--- config.mk ---
export PLATFORM = sky130hd
export DESIGN_NAME = demux_1to2_reg
export DESIGN_NICKNAME = d
export VERILOG_FILES = /design/src/rtl/demux_pkg.sv /design/src/rtl/demux_fifo2.sv /design/src/rtl/demux_1to2_reg.sv
export SDC_FILE = /design/constraint.sdc
export NUM_CORES = 1
export LEC_CHECK = 0
export CELL_PAD_IN_SITES_DETAIL_PLACEMENT = 1
export CELL_PAD_IN_SITES_GLOBAL_PLACEMENT = 1
export CORE_ASPECT_RATIO = 0.7
export CORE_MARGIN = 2
export CORE_UTILIZATION = 43
export DETAILED_ROUTE_END_ITERATION = 8
export HOLD_SLACK_MARGIN = 0.08
export PLACE_DENSITY_LB_ADDON = 0.1
export SETUP_SLACK_MARGIN = 0.2
export SYNTH_ARGS = -nofsm -noshare
export SYNTH_HDL_FRONTEND = slang
export SYNTH_SLANG_ARGS = --single-unit
--- constraint.sdc ---
create_clock -name clk_i -period 2.32 [get_ports clk_i]
set_input_delay 0.348 -clock clk_i [delete_from_list [all_inputs] [get_ports clk_i]]
set_output_delay 0.348 -clock clk_i [all_outputs]
set_load 0.05 [all_outputs]
--- src/rtl/demux_pkg.sv ---
// Shared types and constants for the registered 1-to-2 stream demultiplexer.
// Depth is fixed at two entries per output port.
package demux_pkg;

  localparam int DEF_DATA_W = 32;
  localparam int DEF_CNT_W  = 16;
  localparam int FIFO_DEPTH = 2;

  typedef logic [1:0] occ_t;

  localparam occ_t OCC_EMPTY = occ_t'(0);
  localparam occ_t OCC_FULL  = occ_t'(FIFO_DEPTH);

endpackage

--- src/rtl/demux_fifo2.sv ---
// Two-entry FIFO with a pop counter. A pushed word is visible on the output one cycle later.
// A push is accepted only when the FIFO is not full; a pop in the same cycle does not free space.
module demux_fifo2
  import demux_pkg::*;
#(
  parameter int DATA_W = DEF_DATA_W,
  parameter int CNT_W  = DEF_CNT_W
) (
  input  logic              clk_i,
  input  logic              rst_i,
  input  logic              push_vld_i,
  input  logic [DATA_W-1:0] push_dat_i,
  input  logic              pop_rdy_i,
  output logic              pop_vld_o,
  output logic [DATA_W-1:0] pop_dat_o,
  output occ_t              occ_o,
  output logic [CNT_W-1:0]  cnt_o
);

  logic [DATA_W-1:0] mem_q [FIFO_DEPTH];
  logic [DATA_W-1:0] mem_d [FIFO_DEPTH];
  logic              wptr_q, wptr_d;
  logic              rptr_q, rptr_d;
  occ_t              occ_q, occ_d;
  logic [CNT_W-1:0]  cnt_q, cnt_d;
  logic              push;
  logic              pop;

  always_comb begin
    push   = push_vld_i && (occ_q != OCC_FULL);
    pop    = pop_rdy_i && (occ_q != OCC_EMPTY);
    mem_d  = mem_q;
    wptr_d = wptr_q;
    rptr_d = rptr_q;
    occ_d  = occ_q;
    cnt_d  = cnt_q;
    if (push) begin
      mem_d[wptr_q] = push_dat_i;
      wptr_d        = ~wptr_q;
    end
    if (pop) begin
      rptr_d = ~rptr_q;
      cnt_d  = cnt_q + CNT_W'(1);
    end
    // Simultaneous push and pop leaves occupancy unchanged.
    if (push && !pop) begin
      occ_d = occ_q + occ_t'(1);
    end else if (pop && !push) begin
      occ_d = occ_q - occ_t'(1);
    end
  end

  always_ff @(posedge clk_i or negedge rst_i) begin
    if (!rst_i) begin
      mem_q  <= '{default: '0};
      wptr_q <= 1'b0;
      rptr_q <= 1'b0;
      occ_q  <= OCC_EMPTY;
      cnt_q  <= '0;
    end else begin
      mem_q  <= mem_d;
      wptr_q <= wptr_d;
      rptr_q <= rptr_d;
      occ_q  <= occ_d;
      cnt_q  <= cnt_d;
    end
  end

  assign pop_vld_o = (occ_q != OCC_EMPTY);
  assign pop_dat_o = mem_q[rptr_q];
  assign occ_o     = occ_q;
  assign cnt_o     = cnt_q;

endmodule

--- src/rtl/demux_1to2_reg.sv ---
// Routes one word per cycle by select_i into one of two 2-entry FIFOs; one-cycle latency to either port.
// ready_o depends only on select_i and the selected port's registered occupancy, so a stalled port never blocks the other.
module demux_1to2_reg
  import demux_pkg::*;
#(
  parameter int DATA_W = DEF_DATA_W,
  parameter int CNT_W  = DEF_CNT_W
) (
  input  logic              clk_i,
  input  logic              rst_i,
  input  logic              valid_i,
  output logic              ready_o,
  input  logic [DATA_W-1:0] data_i,
  input  logic              select_i,
  output logic              valid0_o,
  output logic              valid1_o,
  input  logic              ready0_i,
  input  logic              ready1_i,
  output logic [DATA_W-1:0] data0_o,
  output logic [DATA_W-1:0] data1_o,
  output logic [CNT_W-1:0]  cnt0_o,
  output logic [CNT_W-1:0]  cnt1_o
);

  occ_t occ0;
  occ_t occ1;
  logic push0_vld;
  logic push1_vld;

  always_comb begin
    ready_o   = ((select_i ? occ1 : occ0) != OCC_FULL);
    push0_vld = valid_i && ready_o && !select_i;
    push1_vld = valid_i && ready_o && select_i;
  end

  demux_fifo2 #(
    .DATA_W (DATA_W),
    .CNT_W  (CNT_W)
  ) u_fifo0 (
    .clk_i      (clk_i),
    .rst_i      (rst_i),
    .push_vld_i (push0_vld),
    .push_dat_i (data_i),
    .pop_rdy_i  (ready0_i),
    .pop_vld_o  (valid0_o),
    .pop_dat_o  (data0_o),
    .occ_o      (occ0),
    .cnt_o      (cnt0_o)
  );

  demux_fifo2 #(
    .DATA_W (DATA_W),
    .CNT_W  (CNT_W)
  ) u_fifo1 (
    .clk_i      (clk_i),
    .rst_i      (rst_i),
    .push_vld_i (push1_vld),
    .push_dat_i (data_i),
    .pop_rdy_i  (ready1_i),
    .pop_vld_o  (valid1_o),
    .pop_dat_o  (data1_o),
    .occ_o      (occ1),
    .cnt_o      (cnt1_o)
  );

endmodule

==> flow_summary.json <==
{
  "outcome": "finished, final reports clean",
  "critical_path_required_ns": 1.97,
  "antenna_found_initial": 0,
  "initial_core_util": 0.436,
  "gr-usage-all-layers": 0.197,
  "place_hpwl_um": 11900,
  "route.detailed.drc": 0,
  "grt_pass1_vias": 5032,
  "synth-main-ff-cell": "dfrtp_1",
  "tns_ns": 0,
  "crit_fanout": 6,
  "use_met3": 0.0458,
  "max_freq_mhz": 485,
  "min_period_ns": 2.06,
  "endpoint_kind": "output port",
  "yosysTopAreaCellShare": 0.567,
  "synth.distinct_cells": 27,
  "grt_busiest_layer": "met2",
  "cts_tree": "done",
  "drtPass1Iterations": 4,
  "yosysMostFrequentCell": "dfrtp_1",
  "critPathSlowestCell": "clkdlybuf4s50_1",
  "syn_nets": 535,
  "synthArstFlopShare": 1.00,
  "via_per_inst": 5.01,
  "hold_violations": 0,
  "fin_nets": 689,
  "fin_skew_ns": 0.00939,
  "yosysWarnings": 0,
  "worstPathArrival_ns": 1.71,
  "drv_slew": 0,
  "crit_chain": "clkdlybuf4s50_1",
  "diodes": 0,
  "io_pins": 137,
  "clk_path_buf_depth": 2,
  "vias": 4455,
  "crit_cells": 1,
  "drive_gt1_frac": 0.488,
  "drtAntennaViolNets": 0,
  "cts_buffers": 17,
  "slew_headroom": 0.629,
  "die_w_um": 161,
  "synth.top_cells.by_count": "168 x dfrtp_1, 165 x mux2_2, 30 x mux2_4, 28 x xnor2_1, 14 x nand2_1",
  "drv_cap": 0,
  "rsz0062_at_grt": "false",
  "critical_path_class": "register to output port",
  "synth_edf_count": 0,
  "dieHeight_um": 114,
  "worstPathBufferInverterCount": 1,
  "grt-ovfl-total": 0,
  "ys_top_cells_by_area": "dfrtp_1 57%, mux2_2 25%, mux2_4 6.1%",
  "totalWireLength_um": 17200,
  "cts-root-buf": "clkbuf_16",
  "clock_latency_ns": 0.42,
  "synth_area_um2": 7420,
  "hold_path_class": "input port to async pin",
  "htree_levels": 4,
  "ff2ff_path_depth": 5,
  "finalCritPeriodShare": 0.889,
  "drtIter0Drc": 137,
  "place_congestion": 0.770,
  "rows": 40,
  "crit_path_max_incr_delay_ns": 0.84,
  "setup_violations": 0,
  "grt_max_degree": 57,
  "worstMarginPinSlew_ns": 0.556,
  "clk_pin_slew_ns": 0.07,
  "start_kind": "register",
  "port_buffers": 136,
  "fp.coreArea_um2": 17000,
  "grt_first_pass_wirelength_um": 27800,
  "gr-usage-met2": 0.317,
  "synth.avg_cell_area_um2": 15.0,
  "yosysSeqAreaShare": 0.567,
  "synth_seq_cells": 168,
  "die_area_um2": 18300,
  "critPathTopFamily": "buffers and inverters",
  "synth_largest_area_cell": "dfrtp_1",
  "met1_usage": 0.273,
  "area_growth_pct": 30.8,
  "syn_inst": 493,
  "wl_per_cell_um": 19.3,
  "cts.sinks": 168
}
through the flow:
| step | cell area [µm²] | setup slack (ns) | utilization | hold slack (ns) | std cells |
|---|---|---|---|---|---|
| 6_report | 9700 | 0.258 | 0.570 | 0.441 | 889 |
| 5_1_grt | 9700 | 0.202 | 0.570 | 0.482 | 889 |
| 4_1_cts | 9690 | 0.233 | 0.570 | 0.446 | 889 |
| 3_5_place_dp | 9010 | 0.224 | 0.530 | 0.338 | 855 |
| 3_3_place_gp | 9010 | 0.244 | 0.530 | 0.338 | 855 |
| 2_1_floorplan | 7420 | 0.535 | - | 0.0524 | 493 |
placed cells by master, fill, tap and decap left out, types with 4 or more instances in the layout:
cell             synthesis  layout
ha_1                     4       4
clkdlybuf4s50_1          0      67
buf_12                   0      10
bufinv_16                0       5
nand3_1                  7       7
nand4_1                  9       9
nor2_1                  11      10
nand2_1                 14      12
clkbuf_16                0      17
buf_4                    7      76
xor2_1                  12      12
dfrtp_1                168     166
and3_1                   6       6
mux2_2                 165     165
xnor2_1                 28      28
mux2_4                  30      30
cells by family after synthesis:
logic type                 Yosys count  synth area share
AOI/OAI and AO/OA                    4           0.00472
and+or+nand+nor                     57            0.0396
buffers and inverters               25            0.0235
muxes                              195             0.311
xor gates and xnor gates            40            0.0472
DFF                                168             0.567
adders and majority gates            4           0.00675
state kept, by name (all words and copies together), names as in the netlist:
name	flops
u_fifo0.cnt_o	16
u_fifo0.mem_q	64
u_fifo0.occ_o	2
u_fifo0.rptr_q	1
u_fifo0.wptr_q	1
u_fifo1.cnt_o	16
u_fifo1.mem_q	64
u_fifo1.occ_o	2
u_fifo1.rptr_q	1
u_fifo1.wptr_q	1
timing repair:
item | 4_1_cts | 5_1_grt
hold endpoints to repair | 51 | 0
buffers inserted | 3 | 0
hold buffers | 1 | 0
setup endpoints to repair | 46 | 1
gates resized for setup | 3 | 1
per-layer routing:
metal,vias to the layer above,share of wire
li1,2043,-
met1,2311,0.48
met2,87,0.47
met3,14,0.038
met4,0,0.010
met5,-,0
layout make-up:
class,instances,area [µm²]
well taps,231,289
fillers,1664,7320
multi-input cells,300,3050
flip-flops and latches,168,4210
repair buffers,158,1490
clock buffers,19,453
clock inverters,11,195
inverters,2,7.51
worst paths after layout:
check / start / end / slack [ns]
setup / recovery: u_fifo1.cnt_o[2] / cnt1_o[2] / 0.26
hold / removal: rst_i / u_fifo0.cnt_o[15] / 0.44
setup reg to reg: u_fifo1.occ_o[0] / u_fifo1.mem_q[32] / 0.39
hold reg to reg: u_fifo0.cnt_o[15] / u_fifo0.cnt_o[15] / 0.47
max in group asynchronous: rst_i / u_fifo0.cnt_o[9] / 1.13
min in group clk_i: u_fifo0.cnt_o[15] / u_fifo0.cnt_o[15] / 0.47
Power is not shown: default switching activity piles up to over one toggle a cycle in this logic, so the estimate is an artifact.
